<file path="src/rtl/mrc_ec_sign_resolve.sv">
// MRC tail sign resolver: aligns the final d5 digit with the late redundant sign pair,
// cross-checks both, and tracks error history through a RUN/DEGRADED/LOCKED machine.
module mrc_ec_sign_resolve #(
    parameter int DATA_WIDTH  = 18,
    parameter int MODULUS     = 262049,
    parameter int SGN_SKEW    = 3,
    parameter int CNT_WIDTH   = 16,
    parameter int FAULT_LIMIT = 4
) (
    input  logic                  clk,
    input  logic                  rst_n,
    input  logic                  in_valid,
    input  logic [DATA_WIDTH-1:0] d5_in,
    input  logic [1:0]            sgn_in_A,
    input  logic [1:0]            sgn_in_B,
    input  logic                  err_clr,
    output logic                  out_valid,
    output logic [1:0]            out_sign,
    output logic [DATA_WIDTH-1:0] out_digit,
    output logic                  out_err,
    output logic [1:0]            err_status,
    output logic [CNT_WIDTH-1:0]  err_count
);

    // Handshake: valid-only. in_valid qualifies d5_in for one cycle, out_valid is a
    // one-cycle strobe per evaluated word; there is no ready and no backpressure.

    localparam logic [1:0] ST_RUN  = 2'b00;
    localparam logic [1:0] ST_DEG  = 2'b01;
    localparam logic [1:0] ST_LOCK = 2'b10;

    localparam logic [DATA_WIDTH:0]  LP_MOD     = (DATA_WIDTH+1)'(MODULUS);
    localparam logic [3:0]           LP_LIMIT   = 4'(FAULT_LIMIT);
    localparam logic [CNT_WIDTH-1:0] LP_CNT_MAX = {CNT_WIDTH{1'b1}};

    logic [SGN_SKEW-1:0]   r_vld_dly;
    logic [DATA_WIDTH-1:0] r_dig_dly [SGN_SKEW];
    logic [1:0]            r_state;
    logic [3:0]            r_consec;
    logic [CNT_WIDTH-1:0]  r_err_count;

    logic                  w_dly_vld;
    logic [DATA_WIDTH-1:0] w_dly_dig;
    logic                  w_word_err;
    logic                  w_emit;
    logic [CNT_WIDTH-1:0]  w_base_cnt;
    logic [3:0]            w_base_consec;
    logic [1:0]            w_base_state;
    logic [CNT_WIDTH-1:0]  w_cnt_nxt;
    logic [3:0]            w_consec_nxt;
    logic [1:0]            w_state_nxt;

    assign w_dly_vld  = r_vld_dly[SGN_SKEW-1];
    assign w_dly_dig  = r_dig_dly[SGN_SKEW-1];
    assign w_word_err = (sgn_in_A != sgn_in_B) || (sgn_in_A == 2'b11) || (sgn_in_B == 2'b11)
                        || ({1'b0, w_dly_dig} >= LP_MOD);
    // Suppression uses the state before any clear, so a word landing on err_clr in LOCKED stays hidden.
    assign w_emit     = w_dly_vld && (r_state != ST_LOCK);

    always_ff @(posedge clk) begin
        if (!rst_n) begin
            r_vld_dly <= '0;
            for (int i = 0; i < SGN_SKEW; i++) begin
                r_dig_dly[i] <= '0;
            end
        end else begin
            r_vld_dly[0] <= in_valid;
            r_dig_dly[0] <= d5_in;
            for (int i = 1; i < SGN_SKEW; i++) begin
                r_vld_dly[i] <= r_vld_dly[i-1];
                r_dig_dly[i] <= r_dig_dly[i-1];
            end
        end
    end

    // The clear is applied first, then the word evaluated this cycle is counted on top of it.
    always_comb begin
        w_base_cnt    = err_clr ? '0 : r_err_count;
        w_base_consec = err_clr ? '0 : r_consec;
        w_base_state  = err_clr ? ST_RUN : r_state;
        w_cnt_nxt     = w_base_cnt;
        w_consec_nxt  = w_base_consec;
        w_state_nxt   = w_base_state;
        if (w_dly_vld) begin
            if (w_word_err) begin
                if (w_base_cnt != LP_CNT_MAX) begin
                    w_cnt_nxt = w_base_cnt + CNT_WIDTH'(1);
                end
                if (w_base_consec != 4'hF) begin
                    w_consec_nxt = w_base_consec + 4'd1;
                end
                if (w_consec_nxt >= LP_LIMIT) begin
                    w_state_nxt = ST_LOCK;
                end else if (w_base_state == ST_RUN) begin
                    w_state_nxt = ST_DEG;
                end
            end else begin
                w_consec_nxt = '0;
            end
        end
    end

    always_ff @(posedge clk) begin
        if (!rst_n) begin
            r_state     <= ST_RUN;
            r_consec    <= '0;
            r_err_count <= '0;
        end else begin
            r_state     <= w_state_nxt;
            r_consec    <= w_consec_nxt;
            r_err_count <= w_cnt_nxt;
        end
    end

    // Result registers hold their last value while LOCKED.
    always_ff @(posedge clk) begin
        if (!rst_n) begin
            out_valid <= 1'b0;
            out_sign  <= 2'b00;
            out_digit <= '0;
            out_err   <= 1'b0;
        end else begin
            out_valid <= w_emit;
            if (w_emit) begin
                out_sign  <= w_word_err ? 2'b11 : sgn_in_A;
                out_digit <= w_dly_dig;
                out_err   <= w_word_err;
            end
        end
    end

    assign err_status = r_state;
    assign err_count  = r_err_count;

endmodule
</file>
<file path="config.mk">
export PLATFORM = sky130hd
export DESIGN_NAME = mrc_ec_sign_resolve
export DESIGN_NICKNAME = d
export VERILOG_FILES = /design/src/rtl/mrc_ec_sign_resolve.sv
export SDC_FILE = /design/constraint.sdc
export NUM_CORES = 1
export LEC_CHECK = 0
export CORE_MARGIN = 5
export CORE_UTILIZATION = 55
export CTS_BUF_LIST = sky130_fd_sc_hd__clkbuf_16
export DETAILED_ROUTE_END_ITERATION = 10
export PLACE_DENSITY = 0.83
export SYNTH_ARGS = -nofsm -noshare
export SYNTH_HDL_FRONTEND = slang
export SYNTH_SLANG_ARGS = --single-unit
</file>
<file path="constraint.sdc">
create_clock -name clk -period 6.01 [get_ports clk]
set_input_delay 1.803 -clock clk [delete_from_list [all_inputs] [get_ports clk]]
set_output_delay 1.803 -clock clk [all_outputs]
set_load 0.02 [all_outputs]
</file>
==> impl_metrics.csv, run 1 <==
group,metric,value,unit
sta,report.final.slew_viol_count,0,
worst_setup_path,crit_fanout,24,
synth,syn_area,3651,sq um
final_layout,final_cell_mix,"dfxtp_1, clkdlybuf4s50_1, and2_1",
detailed_routing,vias,2839,
detailed_routing,vias_per_cell,5.357,
final_layout,layout_commonest_cell,"dfxtp_1",
power_and_ir_drop,p_int,1.004,mW
worst_setup_path,arrival,4.19,ns
global_routing,grt_pass1_wl,12360,um
clock_tree,tritoncts,"yes",
synth,syn_nets,415,
power_and_ir_drop,power.switching,0.2828,mW
clock_tree,cts_root_buf,"clkbuf_16",
sta,fin_tns_setup,0,ns
worst_setup_path,start_kind,"input pin",
synth,synth_compound_area_share,11.96,%
outcome,status,"complete, no violations",
worst_setup_path,critPathTopFamily,"simple AND/OR/NAND/NOR gates",
clock_tree,postCtsHoldBufs,0,
global_routing,grt_max_degree,73,
sta,tightestPinTransition,1.030,ns
detailed_routing,remaining_drc_errors,0,
floorplanning,die_x,91.48,um
sta,finalHoldViolCount,0,
detailed_routing,postRouteAntennaNets,0,
placement,dpl.hpwl,5055,um
synth,synth-warning-count,0,
synth,synthAdderAreaFrac,0.6854,%
synth,avgSynthCellArea,9.434,sq um
power_and_ir_drop,p_clk_share,41.7,%
clock_tree,cts-buffers-inserted,9,
worst_setup_path,cp.buffers_inverters,3,
synth,synth_top_family_by_area,"simple AND/OR/NAND/NOR gates",
sta,setup_violations,0,
global_routing,grt-ovfl-total,0,
floorplanning,pin_count,66,
floorplanning,dieArea,8368,sq um
synth,async_reset_ff_share,0,%
detailed_routing,wire_per_inst,14.01,um
sta,rsz0062_at_grt,"false",
final_layout,diodes,0,
placement,place.gp.congestion,0.8421,
sta,max_freq,254.7,MHz
floorplanning,num_rows,29,
worst_setup_path,end_kind,"flip-flop",
global_routing,antenna_found_initial,0,
power_and_ir_drop,p_total,1.286,mW
synth,synth-seq-cells,101,
sta,max_slew_margin,31.29,%
global_routing,track_usage,18.00,%
final_layout,syn2layout_area_growth,26.90,%
sta,timing.final.crit_share,65.34,%
worst_setup_path,path_cells,"clkdlybuf4s50_1, buf_4, nor2b_1, ha_1, and4b_1, nand4_1, nor2_1, buf_4, or4_1, a21oi_1",
floorplanning,start_util,57.17,%
clock_tree,h-tree-depth,3,
clock_tree,clkTransAtPathRegs,0.07,ns
synth,syn_inst,387,
sta,period_needed,3.927,ns
worst_setup_path,cpMaxStageDelayCell,"or4_1",
clock_tree,clockBufferDepth,2,
power_and_ir_drop,ir_drop,0.1993,mV
clock_tree,cts.repair.resized,0,
power_and_ir_drop,p_leak,1.673,nW
power_and_ir_drop,p_comb_share,4.5,%
clock_tree,cts_sinks,101,
global_routing,use_met3,4.298,%
sta,whs,0.4281,ns
detailed_routing,dr.first_iter.drc_count,98,
global_routing,grt_use_met1,23.53,%
worst_setup_path,worstSetupPathType,"in2reg",
global_routing,busiest_layer,"met2",
final_layout,drive_gt1_share,5.519,%
power_and_ir_drop,p_per_area,277.6,nW/um^2
detailed_routing,drt_wl_total,7423,um
power_and_ir_drop,pwr-share-seq,53.8,%
global_routing,use_met2,27.98,%
final_layout,final_nets,476,
placement,io_buffers,65,
worst_setup_path,cp.required,6.28,ns
synth,yosysSeqAreaShare,55.38,%
synth,synthMuxAreaShare,0.8225,%
synth,synth_top_flop_cell,"dfxtp_1",
detailed_routing,drtPass1Iterations,5,
floorplanning,chipHeight,91.48,um
synth,synth-edff-count,0,
worst_hold_path,hold_class,"reg2reg",
worst_setup_path,cp_slowest_stage_delay,0.47,ns
clock_tree,post_cts_buffers,0,
sta,fin_skew,0.008457,ns
synth,synthSimpleGateAreaFrac,27.72,%
floorplanning,coreArea,6386,sq um
worst_setup_path,cpMostUsedCell,"buf_4",
global_routing,grt_pass1_vias,2651,
clock_tree,insertion_delay,0.34,ns
flow_run,cap_viol_max_count,0,
synth,ys_types,42,
power_and_ir_drop,switching_share,21.99,%
synth,yosys.area_share.xor_xnor,0.2399,%
## cell type report
type,count,area [sq um]
clock buffers,9,225.2
clock inverters,7,60.06
fillers,484,1753
inverters,7,26.28
multi-input cells,258,1513
flip-flops and latches,101,2022
well taps,77,96.34
repair buffers,71,690.7
## metal layers
metal	up-vias	part of all wire [%]
li1	1447	-
met1	1304	46
met2	80	47
met3	8	6.0
met4	0	1.2
met5	-	0
## cells by family (layout without fill, tap and decap cells)
| logic type | after synthesis | in the layout |
|---|---|---|
| AO/OA/AOI/OAI | 71 | 71 |
| XOR/XNOR | 1 | 1 |
| adder cells (fa/ha/maj) | 2 | 2 |
| buffers and inverters | 28 | 94 |
| flip-flops | 101 | 101 |
| multiplexers | 3 | 3 |
| AND/OR/NAND/NOR | 181 | 181 |
## sequential cells by signal, summed over array words and instances (netlist names)
signal and flops:
out_valid 1, r_consec 4, out_err 1, out_digit 18, r_dig_dly 54, err_count 16
out_sign 2, r_vld_dly 3, err_status 2
## synth_stat cells, types with 2 or more instances
cell type	n	area, sq um
o311ai_0	3	26.28
and4_1	2	17.52
clkbuf_1	17	63.81
nand2_1	45	168.9
and2_1	58	362.9
o211ai_1	2	15.01
nor4_1	2	12.51
nand3_1	6	30.03
a21oi_1	32	160.2
o21a_1	2	15.01
mux2i_1	3	30.03
nand4_1	7	43.79
o21ai_0	13	65.06
ha_1	2	25.02
or3_1	3	18.77
and4b_1	2	20.02
nand2b_1	7	43.79
nor2b_1	15	93.84
a211oi_1	4	30.03
nor3_1	4	20.02
o41ai_1	4	35.03
o31ai_1	6	45.04
buf_2	3	15.01
and3_1	4	25.02
or4_1	6	45.04
dfxtp_1	101	2022
inv_1	6	22.52
nor2_1	14	52.55
## worst paths after layout
check        slack, ns              from          endpoint  depth (start not counted)
max               2.08           err_clr      err_count[4]                         10
min reg2reg       0.43  r_dig_dly[0][20]  r_dig_dly[0][38]                          1
min               0.43  r_dig_dly[0][20]  r_dig_dly[0][38]                          1
max reg2reg       3.89      err_count[1]      err_count[4]                          8
## worst register-to-register path, cell delays in order, from the launching register on
cell     delay (ns)
dfxtp_1        0.34
nor2b_1        0.14
ha_1           0.24
and4b_1        0.23
nand4_1        0.20
nor2_1         0.07
buf_4          0.20
or4_1          0.48
a21oi_1        0.15
## stage by stage
stage / util, % / worst slack (ns) / instances / cell area (sq um)
2_1_floorplan: - / 2.411 / 387 / 3651
3_3_place_gp: 68.08 / 1.853 / 514 / 4348
3_5_place_dp: 68.08 / 1.756 / 514 / 4348
4_1_cts: 72.55 / 2.122 / 530 / 4633
5_1_grt: 72.55 / 1.932 / 530 / 4633
6_report: 72.55 / 2.083 / 530 / 4633
## power groups by stage
stage | sequential [mW] | clock [mW] | combinational, mW
2_1_floorplan | 0.707 | 0 | 0.0297
3_3_place_gp | 0.706 | 0 | 0.0569
3_5_place_dp | 0.707 | 0 | 0.0584
4_1_cts | 0.692 | 0.549 | 0.0587
5_1_grt | 0.693 | 0.575 | 0.0645
6_report | 0.692 | 0.536 | 0.0584
(Power assumes the default switching activity.)
==> run 2, diff against run 1 <==
Settings changed: CORE_UTILIZATION 55 to 51, PLACE_DENSITY 0.83 to 0.78.
Clock period 6.01 ns to 4.09 ns, I/O delays scaled along.
==> run 2 against run 1 <==
Against the previous run:
- flip-flop and latch count did not move
- cell area rose by 0.76%
- worst hold slack improved by 0.0045 ns
- routed wire length rose by 0.36%
- global-route usage fell by 0.37 points
- worst setup slack got worse by 1.1 ns
- critical endpoint unchanged
- utilization fell by 4.6 points
- sequential share of layout area fell by 0.33 points
- sequential power rose by 47%
- critical path type unchanged
==> impl_metrics.csv, run 2 (synthesis gave the netlist of run 1 again) <==
group,metric,value,unit
power_and_ir_drop,p_leak,1.680,nW
final_layout,top_register,"r_dig_dly",
detailed_routing,drt_wl_total,7450,um
final_layout,final_nets,477,
final_layout,num-fill-cells,544,
worst_setup_path,cpMaxStageDelayCell,"clkdlybuf4s50_1",
floorplanning,pin_count,66,
detailed_routing,dr.first_iter.drc_count,174,
placement,io_buffers,65,
floorplanning,dieArea,8951,sq um
worst_hold_path,hold_class,"reg2reg",
clock_tree,cts_root_buf,"clkbuf_16",
final_layout,post-route-util,67.96,%
sta,report.final.slew_viol_count,0,
global_routing,antenna_found_initial,0,
worst_setup_path,cp_slowest_stage_delay,0.53,ns
floorplanning,die_x,94.61,um
detailed_routing,vias,2825,
placement,dpl.hpwl,5129,um
clock_tree,postCtsHoldBufs,0,
clock_tree,post_cts_buffers,0,
sta,max_freq,318.3,MHz
sta,finalHoldViolCount,0,
placement,place.gp.congestion,0.8488,
worst_setup_path,path_cells,"clkdlybuf4s50_1, nor2b_1, ha_1, and4b_1, nand4_1, nor2_1, buf_4, or4_1, a21oi_1",
clock_tree,cts-buffers-inserted,9,
global_routing,track_usage,17.64,%
global_routing,grt_pass1_vias,2776,
clock_tree,clockBufferDepth,2,
clock_tree,clkTransAtPathRegs,0.07,ns
power_and_ir_drop,p_int,1.480,mW
power_and_ir_drop,p_comb_share,4.5,%
outcome,status,"complete, no violations",
floorplanning,coreArea,6869,sq um
detailed_routing,drtPass1Iterations,4,
sta,max_slew_margin,30.34,%
sta,rsz0062_at_grt,"false",
sta,whs,0.4326,ns
sta,tightestPinTransition,1.044,ns
worst_setup_path,start_kind,"input pin",
power_and_ir_drop,p_clk_share,42.3,%
clock_tree,tritoncts,"yes",
detailed_routing,vias_per_cell,5.136,
final_layout,syn2layout_area_growth,27.86,%
worst_setup_path,worstSetupPathType,"in2reg",
worst_setup_path,crit_fanout,12,
power_and_ir_drop,p_total,1.911,mW
clock_tree,insertion_delay,0.34,ns
detailed_routing,postRouteAntennaNets,0,
final_layout,drive_gt1_share,5.947,%
sta,setup_violations,0,
clock_tree,cts.repair.resized,0,
sta,fin_skew,0.008422,ns
floorplanning,start_util,53.15,%
sta,timing.final.crit_share,76.82,%
power_and_ir_drop,switching_share,22.56,%
final_layout,diodes,0,
power_and_ir_drop,ir_drop,0.2294,mV
worst_setup_path,cp.required,4.36,ns
sta,fin_tns_setup,0,ns
clock_tree,cts_sinks,101,
detailed_routing,wire_per_inst,13.55,um
global_routing,grt_max_degree,72,
power_and_ir_drop,pwr-share-seq,53.2,%
floorplanning,chipHeight,94.61,um
power_and_ir_drop,p_per_area,409.4,nW/um^2
sta,period_needed,3.142,ns
floorplanning,num_rows,30,
final_layout,largest_reg_flops,54,
detailed_routing,remaining_drc_errors,0,
global_routing,grt-ovfl-total,0,
final_layout,final_cell_mix,"dfxtp_1, clkdlybuf4s50_1, and2_1",
flow_run,cap_viol_max_count,0,
power_and_ir_drop,power.switching,0.4311,mW
final_layout,layout_commonest_cell,"dfxtp_1",
worst_setup_path,cp.buffers_inverters,2,
global_routing,grt_pass1_wl,12600,um
clock_tree,h-tree-depth,3,
worst_setup_path,arrival,3.41,ns
worst_setup_path,critPathTopFamily,"simple AND/OR/NAND/NOR gates",
worst_setup_path,end_kind,"flip-flop",
==> run 2: worst paths after layout <==
kind	from	end	slack [ns]	cells past startpoint
max reg2reg	err_count[1]	err_count[4]	1.95	8
max	err_clr	err_count[4]	0.95	9
min	r_dig_dly[0][25]	r_dig_dly[0][43]	0.43	1
min reg2reg	r_dig_dly[0][25]	r_dig_dly[0][43]	0.43	1
==> run 2: worst register-to-register path: cells and delay by family, from the launching register on <==
kind                     cells  cell delay (ns)
AND/OR/NAND/NOR              5             1.16
flip-flops                   1             0.35
adder cells (fa/ha/maj)      1             0.25
buffers and inverters        1             0.17
AO/OA/AOI/OAI                1             0.15
==> run 2: power groups by stage <==
stage	logic, mW	clock network (mW)	registers, mW
floorplan	0.0436	0	1.04
global route	0.0952	0.872	1.02
detailed placement	0.0857	0	1.04
finish	0.0859	0.809	1.02
CTS	0.0865	0.827	1.02
global placement	0.0843	0	1.04
==> run 2: layout make-up <==
| type | count | area (sq um) | area share (%) |
|---|---|---|---|
| multi-input combinational | 258 | 1513 | 32.40 |
| clock buffer | 9 | 225.2 | 4.824 |
| clock inverter | 7 | 63.81 | 1.367 |
| inverter | 7 | 26.28 | 0.5629 |
| timing repair buffer | 72 | 698.2 | 14.96 |
| tap | 96 | 120.1 | 2.573 |
| sequential | 101 | 2022 | 43.31 |
==> run 2: stage by stage <==
| stage | area, sq um | setup slack [ns] | cells |
|---|---|---|---|
| floorplan | 3651 | 1.067 | 387 |
| global placement | 4379 | 0.7070 | 534 |
| detailed placement | 4379 | 0.6250 | 534 |
| CTS | 4668 | 0.9762 | 550 |
| global route | 4668 | 0.7826 | 550 |
| finish | 4668 | 0.9483 | 550 |
==> run 2: routing by layer <==
metal	vias up	global-route usage [%]	routed length (um)
met2	104	28.42	3552
li1	1453	-	-
met1	1256	22.67	3366
met5	-	0	0
met3	12	4.861	403
met4	0	6.250	127
